[src/rtl/handshake_arb_if.sv]
// Channel/engine handshake bundle for handshake_arb.
// The arbiter takes the slave view; the environment that drives requests and done takes master.
interface handshake_arb_if #(
    parameter int NCH  = 4,
    parameter int ERRW = 8
);
    localparam int CW = (NCH > 1) ? $clog2(NCH) : 1;

    logic [NCH-1:0]  ready;
    logic            done;
    logic            start;
    logic [CW-1:0]   grant_id;
    logic            busy;
    logic [NCH-1:0]  ack;
    logic            timeout;
    logic [ERRW-1:0] err_cnt;

    modport master (
        output ready, done,
        input  start, grant_id, busy, ack, timeout, err_cnt
    );

    modport slave (
        input  ready, done,
        output start, grant_id, busy, ack, timeout, err_cnt
    );
endinterface

[src/rtl/handshake_arb.sv]
// Round-robin start/done handshake controller: NCH requesters share one engine,
// with an optional WAIT timeout that aborts the transaction and counts errors.
module handshake_arb #(
    parameter int NCH     = 4,
    parameter int TIMEOUT = 256,
    parameter int ERRW    = 8
) (
    input  logic            clk,
    input  logic            rst_l,
    handshake_arb_if.slave  bus
);
    localparam int CW = $clog2(NCH);
    localparam int TW = (TIMEOUT > 0) ? $clog2(TIMEOUT + 1) : 1;

    typedef enum logic [1:0] {IDLE, START, WAIT, ACK} state_t;

    state_t          state_q, state_d;
    logic [CW-1:0]   grant_q, grant_d;
    logic [CW-1:0]   last_q, last_d;
    logic [TW-1:0]   cnt_q, cnt_d;
    logic            abort_q, abort_d;
    logic [ERRW-1:0] err_q, err_d;
    logic            start_q, start_d;
    logic            busy_q, busy_d;
    logic [NCH-1:0]  ack_q, ack_d;
    logic            timeout_q, timeout_d;

    logic            found;
    logic [CW-1:0]   pick;
    logic [CW-1:0]   idx;

    // Outputs are computed from the next state so they are registered yet
    // line up with the state they belong to (start high during START, etc.).
    always_comb begin
        state_d = state_q;
        grant_d = grant_q;
        last_d  = last_q;
        cnt_d   = cnt_q;
        abort_d = abort_q;
        err_d   = err_q;
        found   = 1'b0;
        pick    = last_q;
        idx     = last_q;

        for (int unsigned i = 1; i <= NCH; i++) begin
            idx = CW'((32'(last_q) + i) % NCH);
            if (!found && bus.ready[idx]) begin
                found = 1'b1;
                pick  = idx;
            end
        end

        case (state_q)
            IDLE: begin
                if (found) begin
                    grant_d = pick;
                    last_d  = pick;
                    state_d = START;
                end
            end
            START: begin
                cnt_d   = '0;
                abort_d = 1'b0;
                state_d = WAIT;
            end
            WAIT: begin
                if (bus.done) begin
                    state_d = ACK;
                end else if (TIMEOUT != 0 && cnt_q == TW'(TIMEOUT - 1)) begin
                    state_d = ACK;
                    abort_d = 1'b1;
                    if (err_q != '1)
                        err_d = err_q + 1'b1;
                end else begin
                    cnt_d = cnt_q + 1'b1;
                end
            end
            ACK: begin
                state_d = IDLE;
            end
            default: state_d = IDLE;
        endcase

        start_d   = (state_d == START);
        busy_d    = (state_d != IDLE);
        ack_d     = '0;
        if (state_d == ACK)
            ack_d[grant_d] = 1'b1;
        timeout_d = (state_d == ACK) && abort_d;
    end

    always_ff @(posedge clk or negedge rst_l) begin
        if (!rst_l) begin
            state_q   <= IDLE;
            grant_q   <= '0;
            last_q    <= CW'(NCH - 1);
            cnt_q     <= '0;
            abort_q   <= 1'b0;
            err_q     <= '0;
            start_q   <= 1'b0;
            busy_q    <= 1'b0;
            ack_q     <= '0;
            timeout_q <= 1'b0;
        end else begin
            state_q   <= state_d;
            grant_q   <= grant_d;
            last_q    <= last_d;
            cnt_q     <= cnt_d;
            abort_q   <= abort_d;
            err_q     <= err_d;
            start_q   <= start_d;
            busy_q    <= busy_d;
            ack_q     <= ack_d;
            timeout_q <= timeout_d;
        end
    end

    assign bus.start    = start_q;
    assign bus.grant_id = grant_q;
    assign bus.busy     = busy_q;
    assign bus.ack      = ack_q;
    assign bus.timeout  = timeout_q;
    assign bus.err_cnt  = err_q;
endmodule

[src/flat_wrapper.sv]
// flat-port wrapper written by rule: the top's interface ports become plain ports
module handshake_arb_flat 
#(
    parameter int NCH     = 4,
    parameter int TIMEOUT = 256,
    parameter int ERRW    = 8
)
  (clk, rst_l, bus_ready, bus_done, bus_start, bus_grant_id, bus_busy, bus_ack, bus_timeout, bus_err_cnt);
  handshake_arb_if #(.NCH(NCH), .ERRW(ERRW)) bus_i ();
  input  logic clk;
  input  logic rst_l;
  input wire logic [$bits(bus_i.ready)-1:0] bus_ready;
  input wire logic [$bits(bus_i.done)-1:0] bus_done;
  output wire logic [$bits(bus_i.start)-1:0] bus_start;
  output wire logic [$bits(bus_i.grant_id)-1:0] bus_grant_id;
  output wire logic [$bits(bus_i.busy)-1:0] bus_busy;
  output wire logic [$bits(bus_i.ack)-1:0] bus_ack;
  output wire logic [$bits(bus_i.timeout)-1:0] bus_timeout;
  output wire logic [$bits(bus_i.err_cnt)-1:0] bus_err_cnt;
  assign bus_i.ready = bus_ready;
  assign bus_i.done = bus_done;
  assign bus_start = bus_i.start;
  assign bus_grant_id = bus_i.grant_id;
  assign bus_busy = bus_i.busy;
  assign bus_ack = bus_i.ack;
  assign bus_timeout = bus_i.timeout;
  assign bus_err_cnt = bus_i.err_cnt;
  handshake_arb #(.NCH(NCH), .TIMEOUT(TIMEOUT), .ERRW(ERRW)) u_core (.clk(clk), .rst_l(rst_l), .bus(bus_i));
endmodule
[config.mk]
export PLATFORM = sky130hd
export DESIGN_NAME = handshake_arb_flat
export DESIGN_NICKNAME = d
export VERILOG_FILES = /design/src/rtl/handshake_arb_if.sv /design/src/rtl/handshake_arb.sv /design/src/flat_wrapper.sv
export SDC_FILE = /design/constraint.sdc
export NUM_CORES = 1
export LEC_CHECK = 0
export CAP_MARGIN = 10
export CORE_ASPECT_RATIO = 1.2
export CORE_UTILIZATION = 47
export CTS_CLUSTER_DIAMETER = 30
export DETAILED_ROUTE_END_ITERATION = 8
export MAX_ROUTING_LAYER = met4
export PLACE_DENSITY = 0.74
export RECOVER_POWER = 100
export SLEW_MARGIN = 10
export SYNTH_ARGS = -nofsm -noshare
export SYNTH_HDL_FRONTEND = slang
export SYNTH_SLANG_ARGS = --single-unit
[constraint.sdc]
create_clock -name clk -period 2.23 [get_ports clk]
set_input_delay 0.446 -clock clk [delete_from_list [all_inputs] [get_ports clk]]
set_output_delay 0.446 -clock clk [all_outputs]
set_load 0.01 [all_outputs]
; After elaboration in Yosys (flattened, before gate mapping)
; Cells that the tools add are included.
[op_classes]
bitwise_logic = 1
mul = 0
n_eq_ne = 9
shift = 0
div_mod_pow = 0
n_lt_le_gt_ge = 6
n_reduce_logical = 14
add_sub_neg = 6
muxes = 31
[ops]
columns = operator, count
row1 = $mux W2, 9
row2 = $mux W9, 2
row3 = $pmux W9 S2, 1
row4 = $lt A2 B3 Y1 const B, 5
row5 = $mux W1, 11
row6 = $add A9 B1 Y9 const B, 1
row7 = $eq A9 B8 Y1 const B, 1
row8 = $add A8 B1 Y8 const B, 1
row9 = $bmux W1 S2, 4
row10 = $ne A8 B8 Y1 const B, 1
row11 = $pmux W2 S4, 1
row12 = $eq A2 B2 Y1 const B, 3
row13 = $logic_and A1 B1 Y1, 5
row14 = $add A2 B1 Y2 const B, 2
row15 = $add A2 B2 Y2 const B, 2
row16 = $eq A2 B1 Y1 const B, 2
row17 = $mux W4, 1
row18 = $ne A2 B2 Y1 const B, 2
row19 = $reduce_and A4 Y1, 1
row20 = $reduce_bool A2 Y1, 2
row21 = $logic_not A1 Y1, 3
row22 = $reduce_and A3 Y1, 1
row23 = $demux W1 S2, 1
row24 = $ge A2 B1 Y1 const B, 1
row25 = other kinds (4), 4
[word_totals]
latchBits = 0
out_inout_bits = 17
register_bits = 31
ram_bits = 0
rom_bits = 0
wordCells = 77
n_memories = 0

; Logic depth before layout (Yosys ltp)
[logic_depth]
depth_word = 20
ltp_mapped = 8

; Worst setup path before layout
; No wires, ideal clock.
[synth_path]
path_kind = reg2reg
start = register u_core.cnt_q[0]
end = register u_core.cnt_q[5]
t_arrival_ps = 2034
setup_time_ps = 123
path_buffers = 0
stages_incl_launch_ff = 9
path_slack_ps = 73
cell_sequence = dfrtp_1 -> ha_1 -> and3_1 -> and3_1 -> ha_1 -> or3b_2 -> nor2_1 -> nand3_1 -> mux2i_1
[synth_via]
elab_chain_len = 4
elab_cells_between_ends = 7
cone_classes = add/sub (1) / eq/ne (2) / mux (3) / reduce/logical (1)
[synth_rtl]
columns = item, line_no
row1 = start: declaration, handshake_arb.sv:20  ; logic [TW-1:0] cnt_q, cnt_d;
row2 = start signal: assignment, handshake_arb.sv:108  ; cnt_q <= cnt_d;
row3 = $add A9 B1 Y9, handshake_arb.sv:75  ; cnt_d = cnt_q + 1'b1;
row4 = $mux W9, handshake_arb.sv:69  ; end else if (TIMEOUT != 0 && cnt_q == TW'(TIMEOUT - 1)) begin
row5 = $mux W9, handshake_arb.sv:67  ; if (bus.done) begin
row6 = $pmux W9 S2, handshake_arb.sv:53  ; case (state_q)
; Several ways; a longest one is shown, not always the timed one. The select of a mux whose other input is x is not followed.
; A chain may end at the register's enable or synchronous reset.

; Worst setup path in the final report
[layout_path]
start = register u_core.cnt_q[1]
end = register u_core.cnt_q[5]
; The elaborated chain is that of the path after synthesis.

==> impl_results.md <==
- Max_slew headroom: 49.6%
- Slew @ Worst Pin: 756 ps
- Critical R2R Launch: u_core.cnt_q[1]
- Ys Warns: 0
- Area growth from synthesis to layout: 26.9%
- Flop pwr share: 37.3%
- DRT iter0 DRCs: 21
- Min Hold Slack: 499 ps
- Net count after synthesis: 154
- Avg Inst Size Synth: 10.9 um2
- Post-CTS Hold Buffers: 0
- # setup viols final: 0
- RSZ-0062 raised after global routing: yes
- CTS Root Buffer Type: clkbuf_4
- Cell depth of the worst flop-to-flop path: 8
- Post-DP HPWL: 2.23 mm
- Fin crit share: 97.1%
- Placed cell area: 0.00184 mm2
- Hold Crit Depth: 1
- Fmax: 462 MHz
- First-pass GRT wire length: 5.24 mm
- Setup Skew: 9.01 ps
- Number of port buffers: 23
- Ports: 24
- Synth cell types: 39
- Combinational share of power: 40.8%
- Max_cap viols: 0
- Leak Pwr: 0.000941 uW
- GR peak layer: met2
- Outcome: complete, no violations
- Seq cells post-synth: 31
- Commonest non-fill, non-tap cell in the layout: dfrtp_1
- Most frequent cells in the layout: dfrtp_1, dlygate4sd3_1, nor2_1, a21oi_1, nand2_1
- CTS Sinks: 31
- Die area: 0.00349 mm2
- Routed wire per std cell: 14.2 um
- # rows: 22
- Vias in the first global route: 1231
- Worst-Skew Late Latency: 330 ps
- DR vias/cell: 5.66
- Slew Viols, Final: 0
- Post-synth EDFFs: 0
- Synth Flop Type: dfrtp_1
- Crit-path max FO: 5
- Initial antenna violation count: 0
- Sw Share: 35.8%
- Critical Path End Type: flop
- CTS tree: done
- Fin area: 0.00194 mm2
- NetSw: 757 uW
- Sequential fraction of the synthesis area: 50.9%
- Peak supply drop: 0.774 mV
- Non-filler cells, final: 213
- Nets@finish: 190
- Max Root-Sink Buffers: 2
- Die Y: 64.5 um
- Largest net degree at the start of global routing: 32
- Inst Count DP: 204
- Grt total ovfl: 0
- Tightest Hold Check Type: reg -> reg
- Post-Synthesis Cells: 140
- Core area: 0.00308 mm2
- RePlAce Congestion: 0.906
- Power per cell area: 1090 mW/mm2
- Post-route ant nets: 0
- Met1 Use GR: 23.4%
- Met2 usage: 35.2%
- Min Tclk post-route: 2160 ps
- Overall routing resource usage: 21.5%
- Worst Hold Launch: u_core.cnt_q[6]
- DIE WIDTH: 54.1 um
- Crit path required time: 2450 ps
- Final number of hold-violating endpoints: 0
- Initial DRT Pass Iterations: 4
- Clk network pwr share: 21.9%
- Fraction of layout cells with a size suffix above 1: 16.9%
- Reg2reg end: u_core.cnt_q[5]
- DR vias: 1205
- Fraction of registers with async set/reset: 100%
- Final wirelength: 3.04 mm
- # DRC: 0
- Clock transition at path regs: 100 ps
- Crit path DAT: 2390 ps
- Syn Std Cell Area: 0.00153 mm2
- H-tree depth: 2
- Met3 Use GR: 6.57%
- Internal: 1360 uW
- CTS buffer count: 5
- Crit path kind: reg -> reg
- # diodes: 0
- Setup crit start kind: flop
- Starting density of the core: 49.6%
- Min-Delay Endpoint: u_core.cnt_q[6]
- Flop-to-flop setup slack: 70 ps
## cells in the mapped netlist (2+ instances only)
| library cell | count | area share, % |
|---|---|---|
| dfrtp_1 | 29 | 47 |
| nor2_1 | 12 | 2.9 |
| nand2_1 | 10 | 2.5 |
| a21oi_1 | 9 | 2.9 |
| o21ai_0 | 8 | 2.6 |
| ha_1 | 7 | 5.7 |
| inv_1 | 6 | 1.5 |
| nand3_1 | 6 | 2.0 |
| xor2_1 | 6 | 3.4 |
| mux2i_1 | 5 | 3.3 |
| and3_1 | 3 | 1.2 |
| nor2b_1 | 3 | 1.2 |
| nor3_1 | 3 | 0.98 |
| a22oi_1 | 2 | 0.98 |
| a31oi_1 | 2 | 0.82 |
| dfstp_2 | 2 | 3.4 |
| nand4_1 | 2 | 0.82 |
| nor4_1 | 2 | 0.82 |
| o22ai_1 | 2 | 0.82 |
| xnor2_1 | 2 | 1.1 |
## through the flow
step                power (uW)  setup WS (ps)  setup TNS [ps]  utilization [%]
floorplan                 1370           73.0               0                -
global placement          1640           86.1               0             59.7
detailed placement        1680          -1.38           -1.92             59.7
CTS                       2140           17.5               0             62.6
global route              2260          -65.5            -208             62.9
finish                    2120           65.7               0             62.9
## cell families after synthesis
kind of cell | share of synthesized area, %
muxes | 4.01
adders and majority gates | 5.73
DFF | 50.9
and+or+nand+nor | 17.8
buffers and inverters | 2.21
xor gates and xnor gates | 4.58
AOI/OAI and AO/OA | 14.7
## timing repair
action	4_1_cts	5_1_grt
endpoints found under the setup margin	2	12
buffers inserted	0	1
resized for setup	1	4
hold endpoints to repair	0	0
## worst max-delay path: stages (launching register included)
cell,delay (ps)
dfrtp_1,420
ha_1,220
and3_1,200
and3_1,170
ha_2,200
or3b_2,500
nor2_4,120
nand3_1,100
mux2i_1,130
## flip-flops by register name, summed over array words and instances, names as in the netlist
name                 flops
u_core.bus.start         1
u_core.bus.timeout       1
u_core.bus.ack           4
u_core.bus.busy          1
u_core.cnt_q             9
u_core.abort_q           1
u_core.bus.grant_id      2
u_core.bus.err_cnt       8
u_core.state_q           2
u_core.last_q            2
## layer usage
layer  vias to the layer above  routed length [um]
met4                         0                  57
li1                        573                   -
met3                        11                 148
met2                        36                1600
met1                       585                1230
met5                         -                   0
## power by group through the flow
stage | clock network (uW) | logic (uW) | registers (uW)
final | 463 | 865 | 789
after global routing | 503 | 955 | 805
after CTS | 472 | 883 | 790
after detailed placement | 0 | 880 | 800
after global placement | 0 | 845 | 793
after floorplan | 0 | 554 | 815
## worst max path at each step
stage,from,to,slack (ps),depth (start not counted)
detailed placement,u_core.cnt_q[1],u_core.cnt_q[5],-1,8
floorplan,u_core.cnt_q[0],u_core.cnt_q[5],70,8
global placement,u_core.cnt_q[1],u_core.cnt_q[5],90,8
finish,u_core.cnt_q[1],u_core.cnt_q[5],70,8
CTS,u_core.cnt_q[1],u_core.cnt_q[5],20,8
global route,u_core.cnt_q[1],u_core.cnt_q[5],-70,8
## cell type report
| type | instances | area (um2) |
|---|---|---|
| fill | 261 | 1140 |
| sequential | 31 | 778 |
| multi-input combinational | 101 | 728 |
| timing repair buffer | 30 | 277 |
| clock buffer | 6 | 51.3 |
| tap | 36 | 45.0 |
| clock inverter | 2 | 35.0 |
| inverter | 7 | 26.3 |
Note: power is estimated with default switching activity, not from simulation.
